File: src/rtl/bus_arbiter.sv
`timescale 1ns/1ps
// bus_arbiter
//   Arbitrates the shared 16-bit system bus among three masters (OAM DMA, debug
//   master, CPU). The winner's request is latched and driven onto the bus for a
//   fixed number of cycles. A read returns its data with a one-cycle done strobe.
//   Locked DMA beats run back-to-back without an idle gap, up to LOCK_MAX beats.
//
//   Parameters:
//     ACC_CYCLES  cycles bus_re/bus_we are held per access (>=1)
//     LOCK_MAX    max consecutive locked DMA beats before a forced release
//
//   Ports:
//     clk, rst                     clock; asynchronous active-low reset
//     {dma,dbg,cpu}_req/_we/_addr/_wdata   per-master request (level) and payload
//     {dma,dbg,cpu}_gnt            1-cycle pulse: request latched
//     {dma,dbg,cpu}_done           1-cycle pulse: access complete, rdata valid
//     dma_lock                     keep DMA ownership for back-to-back beats
//     cpu_stall                    cpu_req while the CPU does not own the bus
//     bus_addr/bus_wdata/bus_we/bus_re   bus drive toward the address decode
//     bus_rdata                    read data from the bus
//     rdata                        captured read data, held until next read
//
//   Build option:
//     ARB_ROUND_ROBIN_EN  when defined, dbg/cpu ties alternate (the one served
//                         last loses the next tie; pointer resets favouring dbg).
//                         When undefined, dbg always beats cpu. DMA always wins.

module bus_arbiter #(
    parameter int ACC_CYCLES = 2,
    parameter int LOCK_MAX   = 160
) (
    input  logic        clk,
    input  logic        rst,

    input  logic        dma_req,
    input  logic        dma_we,
    input  logic [15:0] dma_addr,
    input  logic [7:0]  dma_wdata,
    output logic        dma_gnt,
    output logic        dma_done,
    input  logic        dma_lock,

    input  logic        dbg_req,
    input  logic        dbg_we,
    input  logic [15:0] dbg_addr,
    input  logic [7:0]  dbg_wdata,
    output logic        dbg_gnt,
    output logic        dbg_done,

    input  logic        cpu_req,
    input  logic        cpu_we,
    input  logic [15:0] cpu_addr,
    input  logic [7:0]  cpu_wdata,
    output logic        cpu_gnt,
    output logic        cpu_done,
    output logic        cpu_stall,

    output logic [15:0] bus_addr,
    output logic [7:0]  bus_wdata,
    output logic        bus_we,
    output logic        bus_re,
    input  logic [7:0]  bus_rdata,
    output logic [7:0]  rdata
);

    localparam int CW = (ACC_CYCLES > 1) ? $clog2(ACC_CYCLES) : 1;
    localparam int BW = $clog2(LOCK_MAX + 1);
    localparam logic [CW-1:0] CNT_LAST = CW'(ACC_CYCLES - 1);
    localparam logic [BW-1:0] BEAT_MAX = BW'(LOCK_MAX);

    // Owner / winner encoding, one-hot: bit0 dma, bit1 dbg, bit2 cpu.
    localparam logic [2:0] OWN_NONE = 3'b000;
    localparam logic [2:0] OWN_DMA  = 3'b001;
    localparam logic [2:0] OWN_DBG  = 3'b010;
    localparam logic [2:0] OWN_CPU  = 3'b100;

    typedef enum logic {IDLE = 1'b0, ACCESS = 1'b1} state_t;

    state_t        state;
    logic [2:0]    owner;
    logic [CW-1:0] cnt;
    logic [BW-1:0] beats;

    logic [2:0]    win;
    logic          tie_cpu;
    logic          sel_we;
    logic [15:0]   sel_addr;
    logic [7:0]    sel_wdata;
    logic          last_cyc;
    logic          relock;

`ifdef ARB_ROUND_ROBIN_EN
    // 1 = cpu wins the next dbg/cpu tie. Flipped whenever one of them is granted
    // from IDLE, so the one just served yields next time.
    logic rr_cpu;

    always_ff @(posedge clk or negedge rst) begin
        if (!rst)
            rr_cpu <= 1'b0;
        else if (state == IDLE && (win[1] || win[2]))
            rr_cpu <= win[1];
    end

    assign tie_cpu = rr_cpu;
`else
    assign tie_cpu = 1'b0;
`endif

    // Winner selection; DMA is unconditionally highest.
    always_comb begin
        win = OWN_NONE;
        if (dma_req)
            win = OWN_DMA;
        else if (dbg_req && cpu_req)
            win = tie_cpu ? OWN_CPU : OWN_DBG;
        else if (dbg_req)
            win = OWN_DBG;
        else if (cpu_req)
            win = OWN_CPU;
    end

    always_comb begin
        sel_we    = 1'b0;
        sel_addr  = '0;
        sel_wdata = '0;
        unique case (win)
            OWN_DMA: begin sel_we = dma_we; sel_addr = dma_addr; sel_wdata = dma_wdata; end
            OWN_DBG: begin sel_we = dbg_we; sel_addr = dbg_addr; sel_wdata = dbg_wdata; end
            OWN_CPU: begin sel_we = cpu_we; sel_addr = cpu_addr; sel_wdata = cpu_wdata; end
            default: ;
        endcase
    end

    assign last_cyc = (cnt == CNT_LAST);
    // Continue a locked DMA burst straight into the next beat, bounded by LOCK_MAX.
    assign relock   = (owner == OWN_DMA) && dma_lock && dma_req && (beats < BEAT_MAX);

    // cpu_stall is intentionally combinational so the CPU halts in the same
    // cycle it raises a request it cannot get.
    assign cpu_stall = cpu_req && !owner[2];

    always_ff @(posedge clk or negedge rst) begin
        if (!rst) begin
            state     <= IDLE;
            owner     <= OWN_NONE;
            cnt       <= '0;
            beats     <= '0;
            dma_gnt   <= 1'b0;
            dbg_gnt   <= 1'b0;
            cpu_gnt   <= 1'b0;
            dma_done  <= 1'b0;
            dbg_done  <= 1'b0;
            cpu_done  <= 1'b0;
            bus_addr  <= '0;
            bus_wdata <= '0;
            bus_we    <= 1'b0;
            bus_re    <= 1'b0;
            rdata     <= '0;
        end else begin
            {cpu_gnt, dbg_gnt, dma_gnt}    <= 3'b000;
            {cpu_done, dbg_done, dma_done} <= 3'b000;

            unique case (state)
                IDLE: begin
                    bus_we <= 1'b0;
                    bus_re <= 1'b0;
                    owner  <= OWN_NONE;
                    if (win != OWN_NONE) begin
                        bus_addr  <= sel_addr;
                        bus_wdata <= sel_wdata;
                        bus_we    <= sel_we;
                        bus_re    <= !sel_we;
                        owner     <= win;
                        {cpu_gnt, dbg_gnt, dma_gnt} <= win;
                        cnt       <= '0;
                        beats     <= BW'(1);
                        state     <= ACCESS;
                    end
                end

                ACCESS: begin
                    if (!last_cyc) begin
                        cnt <= cnt + CW'(1);
                    end else begin
                        // bus_we still reflects the latched direction here.
                        if (!bus_we)
                            rdata <= bus_rdata;
                        {cpu_done, dbg_done, dma_done} <= owner;
                        cnt <= '0;
                        if (relock) begin
                            bus_addr  <= dma_addr;
                            bus_wdata <= dma_wdata;
                            bus_we    <= dma_we;
                            bus_re    <= !dma_we;
                            dma_gnt   <= 1'b1;
                            beats     <= beats + BW'(1);
                        end else begin
                            bus_we <= 1'b0;
                            bus_re <= 1'b0;
                            owner  <= OWN_NONE;
                            beats  <= '0;
                            state  <= IDLE;
                        end
                    end
                end

                default: state <= IDLE;
            endcase
        end
    end

    a_owner_onehot: assert property (@(posedge clk) disable iff (!rst) $onehot0(owner));
    a_gnt_onehot:   assert property (@(posedge clk) disable iff (!rst)
                                     $onehot0({dma_gnt, dbg_gnt, cpu_gnt}));
    a_done_onehot:  assert property (@(posedge clk) disable iff (!rst)
                                     $onehot0({dma_done, dbg_done, cpu_done}));

endmodule

File: config.mk
export PLATFORM = sky130hd
export DESIGN_NAME = bus_arbiter
export DESIGN_NICKNAME = d
export VERILOG_FILES = /design/src/rtl/bus_arbiter.sv
export SDC_FILE = /design/constraint.sdc
export NUM_CORES = 1
export LEC_CHECK = 0
export ABC_AREA = 1
export BUFFER_PORTS_ARGS = -buffer_cell sky130_fd_sc_hd__buf_2
export CAP_MARGIN = 15
export CORE_UTILIZATION = 51
export DETAILED_ROUTE_END_ITERATION = 12
export PLACE_DENSITY_LB_ADDON = 0.2
export SLEW_MARGIN = 0
export SYNTH_ARGS = -nofsm -noshare
export SYNTH_HDL_FRONTEND = slang
export SYNTH_SLANG_ARGS = --single-unit
File: constraint.sdc
create_clock -name clk -period 3.3 [get_ports clk]
set_input_delay 0.165 -clock clk [delete_from_list [all_inputs] [get_ports clk]]
set_output_delay 0.165 -clock clk [all_outputs]
set_load 0.05 [all_outputs]
# Yosys cells after proc, flatten, opt, wreduce, memory -nomap -nowiden
# Index checks and enable logic that the tools add are counted.
dict set report totals {
  reg_bits 53
  in_bits 89
  elab_cells 92
}
dict set report op_classes {
  n_addsub 2
  order_cmp 1
  eq_ne 8
  n_mux 51
  bitwise 2
  reduce_logical 13
}
# op count
set op_table {}
lappend op_table {{16-bit 2-to-1 mux} 3}
lappend op_table {{8-bit 2-to-1 mux} 6}
lappend op_table {{16-bit one-hot mux with 3 select lines} 1}
lappend op_table {{16-bit one-hot mux with 2 select lines} 1}
lappend op_table {{8-bit one-hot mux with 2 select lines} 2}
lappend op_table {{8-bit one-hot mux with 3 select lines} 1}
lappend op_table {{1-bit 2-to-1 mux} 23}
lappend op_table {{3-bit 2-to-1 mux} 7}
lappend op_table {{1-bit one-hot mux with 2 select lines} 5}
lappend op_table {{8-bit by 1-bit adder with 8-bit output, second input constant} 1}
lappend op_table {{8-bit < comparator, second input constant} 1}
lappend op_table {{3-bit by 1-bit equality test with 1-bit output, second input constant} 2}
lappend op_table {{3-bit one-hot mux with 2 select lines} 1}
lappend op_table {{3-bit AND reduction} 2}
lappend op_table {{1-bit logical AND} 5}
lappend op_table {{2-bit by 1-bit inequality test with 1-bit output, second input constant} 2}
lappend op_table {{2-bit inequality test, second input constant} 2}
lappend op_table {{2-bit AND reduction} 2}
lappend op_table {{3-bit by 2-bit equality test with 1-bit output, second input constant} 1}
lappend op_table {{3-bit equality test, second input constant} 1}
lappend op_table {{1-bit logical NOT} 3}
lappend op_table {{1-bit one-hot mux with 3 select lines} 1}
lappend op_table {{3-bit nonzero test} 1}
lappend op_table {{1-bit inverter} 2}
lappend op_table {{1-bit adder, second input constant} 1}

# Logic depth before layout (Yosys ltp)
dict set report depth {
  depth_word 9
  ltp_mapped 9
}

# Worst setup path before layout
# OpenSTA, ideal clock, no wires.
dict set report synth_timing {
  path_type {register -> register}
  startpoint {register bus_we}
  endpoint {register rdata[0]}
  arrival_ps 1271
  t_required_ps 3175
  setup_slack_ps 1904
  path_stages_with_launch 4
  n_path_buf 0
  synth_period_minus_slack_ps 1396
  path_cell_list {dfrtp_1 -> inv_1 -> nand2_1 -> mux2_2}
}
dict set report synth_between {
  elab_chain_cells 2
}
# element line
set synth_rtl {}
lappend synth_rtl {{from (decl)} 60} ;# output logic bus_we,
lappend synth_rtl {{from (signal assigned)} 171} ;# bus_we <= sel_we;
lappend synth_rtl {{from (signal assigned)} 193} ;# bus_we <= dma_we;
lappend synth_rtl {{1-bit inverter (no source line)} --}
lappend synth_rtl {{3-bit AND reduction (no source line)} --}
lappend synth_rtl {{to (signal assigned)} 187} ;# rdata <= bus_rdata;
lappend synth_rtl {{to (decl)} 63} ;# output logic [7:0] rdata
# Every way passes these cells.
# A chain may end at the register's enable or synchronous reset.

# Worst setup path in the final report
dict set report layout_timing {
  startpoint {register state}
  endpoint {register bus_addr[7]}
}
dict set report layout_between {
  elab_chain_cells 3
  elab_cells_between_ends 6
}
# element line
set layout_rtl {}
lappend layout_rtl {{from (decl)} 79} ;# state_t state;
lappend layout_rtl {{from (signal assigned)} 144} ;# state <= IDLE;
lappend layout_rtl {{from (signal assigned)} 177} ;# state <= ACCESS;
lappend layout_rtl {{from (signal assigned)} 202} ;# state <= IDLE;
lappend layout_rtl {{1-bit inverter} --}
lappend layout_rtl {{2-bit inequality test (no source line)} --}
lappend layout_rtl {{3-bit AND reduction (no source line)} --}
lappend layout_rtl {{to (signal assigned)} 169} ;# bus_addr <= sel_addr;
lappend layout_rtl {{to (signal assigned)} 191} ;# bus_addr <= dma_addr;
lappend layout_rtl {{to (decl)} 58} ;# output logic [15:0] bus_addr,
# Several ways; a longest one is shown, not always the timed one.

==> metrics <==
Post-CTS Setup Bufs=0; worst slew pin tran=1.076 ns; global route overflow=0; clock skew=0.006702 ns; Die X-Extent=77.88 um; clock transition at the registers of the reported paths=0.09 ns; largest net degree at the start of global routing=32; Yosys reg bits=53; area grow syn2layout=25.22%; Via density=5.071; CTS root buf=clkbuf_8; Synth Cell Area=2937 um^2; Mean Syn Cell Area=7.145 um^2; PortBufs=129; via count=3063; DRT iter0 DRCs=115; slowest stage delay, CP=0.59 ns; Routability Congestion=0.9565; initial antenna violation count=0; CP Class=flip-flop to flip-flop; FILL cells=520; CTS resizes=0; CTS max path bufs=2; Die Area=6065 um^2; DR WL/cell=12.56 um; RSZ-0062 raised after global routing=no; Initial Util=53.00%; htree depth=2; CTS Buf Count=5; unique cell type count in the Yosys netlist=23; VDD IR max=570.7 uV; HPWL Detailed=5.543 mm; Antenna diodes=0; Final Hold Violating Endpoints=0; Slew headroom=28.16%; static leakage=0.002208 uW; Clock Latency Late Sink=0.31 ns; cell row count=27; Core ar.=5540 um^2; critical path launch point type=flip-flop; layout cells sized above 1=28.76%; CP max FO=27; fmax=0.5147 GHz; die height=77.88 um; pre-CTS WS=1.319 ns; Seq/Total Area, Yosys=45.16%; vias in the first global route=2649; pwr dens=871.4 nW/um^2; outcome=complete, no violations; max cap viols=0; critical path, cell by cell=inv_1, nand2_2, nand2_2, nand2_1, nand2_1; Yosys warning total=0; Setup WS post-layout=1.357 ns; DRT antenna net count=0; Slew Limit Fails=0; Reg area=1326 um^2; min cycle time layout=1.943 ns; Multi-input gate area=1429 um^2; Critical Path End Type=flip-flop; Nets=621; syn nets=501; Pre-antenna DRT Iters=5; # setup viols final=0; first-pass GRT wire length=12.34 mm; Tightest Hold Check Type=input pin to flip-flop; Sink Count=53; DRC viols=0; setup TNS=0 ns; Post-Syn Instances=411; CTS tree=yes; final WL=7.588 mm; WP data arrival=2.14 ns; Top Ports=130; CP max-delay cell=dfrtp_1; crit share post-route=58.88%; hold-fix buffer count after cts=1; global-route usage over all layers=26.07%; Worst EP required=3.49 ns
## cell usage in the layout (no fill, tap or decap), types with 4 or more instances in the layout
master	n
inv_1	21
dfrtp_1	53
mux2_2	8
nand2_1	212
nand3_1	61
o21ai_0	5
buf_2	129
nand4_1	4
clkbuf_8	5
nor2_1	13
## path summary, 6_finish.rpt
check / slack [ns] / from / depth (start not counted) / to
setup / recovery: 1.36 / state$_DFF_PN0_ / 5 / bus_addr[7]$_DFFE_PN0P_
max in group asynchronous: 2.16 / rst / 3 / bus_wdata[2]$_DFFE_PN0P_
hold reg to reg: 0.48 / owner[1]$_DFFE_PN0P_ / 2 / owner[1]$_DFFE_PN0P_
min in group asynchronous: 0.36 / rst / 2 / rdata[0]$_DFFE_PN0P_
setup reg to reg: 1.36 / state$_DFF_PN0_ / 5 / bus_addr[7]$_DFFE_PN0P_
hold / removal: 0.08 / bus_rdata[2] / 2 / rdata[2]$_DFFE_PN0P_
## report_power, final
group / internal, uW / switching (uW) / total [uW]
Sequential: 895 / 160 / 1050
Clock: 147 / 202 / 350
Combinational: 436 / 1360 / 1800
Total: 1480 / 1730 / 3200
## registers in the layout, indices dropped and copies added, names as in the netlist
register   cells
bus_addr      16
beats          8
bus_wdata      8
rdata          8
owner          3
bus_re         1
bus_we         1
cnt            1
cpu_done       1
cpu_gnt        1
dbg_done       1
dbg_gnt        1
dma_done       1
dma_gnt        1
state          1
## layer usage
metal | share of wire, % | up-vias | track usage, %
li1 | - | 1535 | -
met1 | 43 | 1372 | 34.68
met2 | 47 | 138 | 41.77
met3 | 7.9 | 18 | 4.706
met4 | 2.2 | 0 | 10.94
met5 | 0 | - | 0
## area by class of cell
class / count / area share (%)
multi-input cells: 318 / 38.86
repair buffers: 132 / 18.24
clock buffers: 6 / 1.973
clock inverters: 2 / 0.2722
well taps: 72 / 2.450
flip-flops and latches: 53 / 36.07
inverters: 21 / 2.144
## synthesized netlist by cell type
master	instances	area [um^2]
nor2_1	15	56.30
buf_6	1	11.26
xor2_1	1	8.760
buf_4	5	37.54
nand2_1	212	795.8
dfrtp_1	53	1326
nand4_1	4	25.02
buf_2	8	40.04
nand3b_1	2	15.01
a21oi_1	1	5.000
nor2_4	1	11.26
mux2_2	8	90.09
inv_1	21	78.83
a22oi_1	2	15.01
nand2_2	2	12.51
ha_1	1	12.51
xnor2_1	1	8.760
nand3_1	61	305.3
o21ai_0	5	25.02
nand4_4	1	21.27
clkbuf_1	3	11.26
a21oi_4	1	16.27
buf_1	2	7.510
## worst max-delay path: cells and delay by family, from the launching register on
family / cells / cell delay (ns)
and+or+nand+nor: 4 / 1.05
DFF: 1 / 0.59
buffers and inverters: 1 / 0.18
## logic make-up after synthesis
| group | share of synthesized area (%) |
|---|---|
| simple gates | 42.31 |
| flops | 45.16 |
| buf+inv | 6.349 |
| compound gates | 2.087 |
| mux | 3.068 |
| xor+xnor | 0.5966 |
| fa+ha+maj | 0.4260 |
## through the flow
step / power (uW) / std cells / hold WS, ns / cell area, um^2 / utilization (%)
3_3_place_gp: 2840 / 595 / 0.1598 / 3585 / 64.70
5_1_grt: 3398 / 604 / 0.07438 / 3677 / 66.37
3_5_place_dp: 2876 / 595 / 0.1673 / 3585 / 64.70
2_1_floorplan: 2444 / 411 / -0.1306 / 2937 / -
6_report: 3204 / 604 / 0.08369 / 3677 / 66.37
4_1_cts: 3221 / 604 / 0.08355 / 3677 / 66.37
Note: power is estimated with default switching activity, not from simulation.
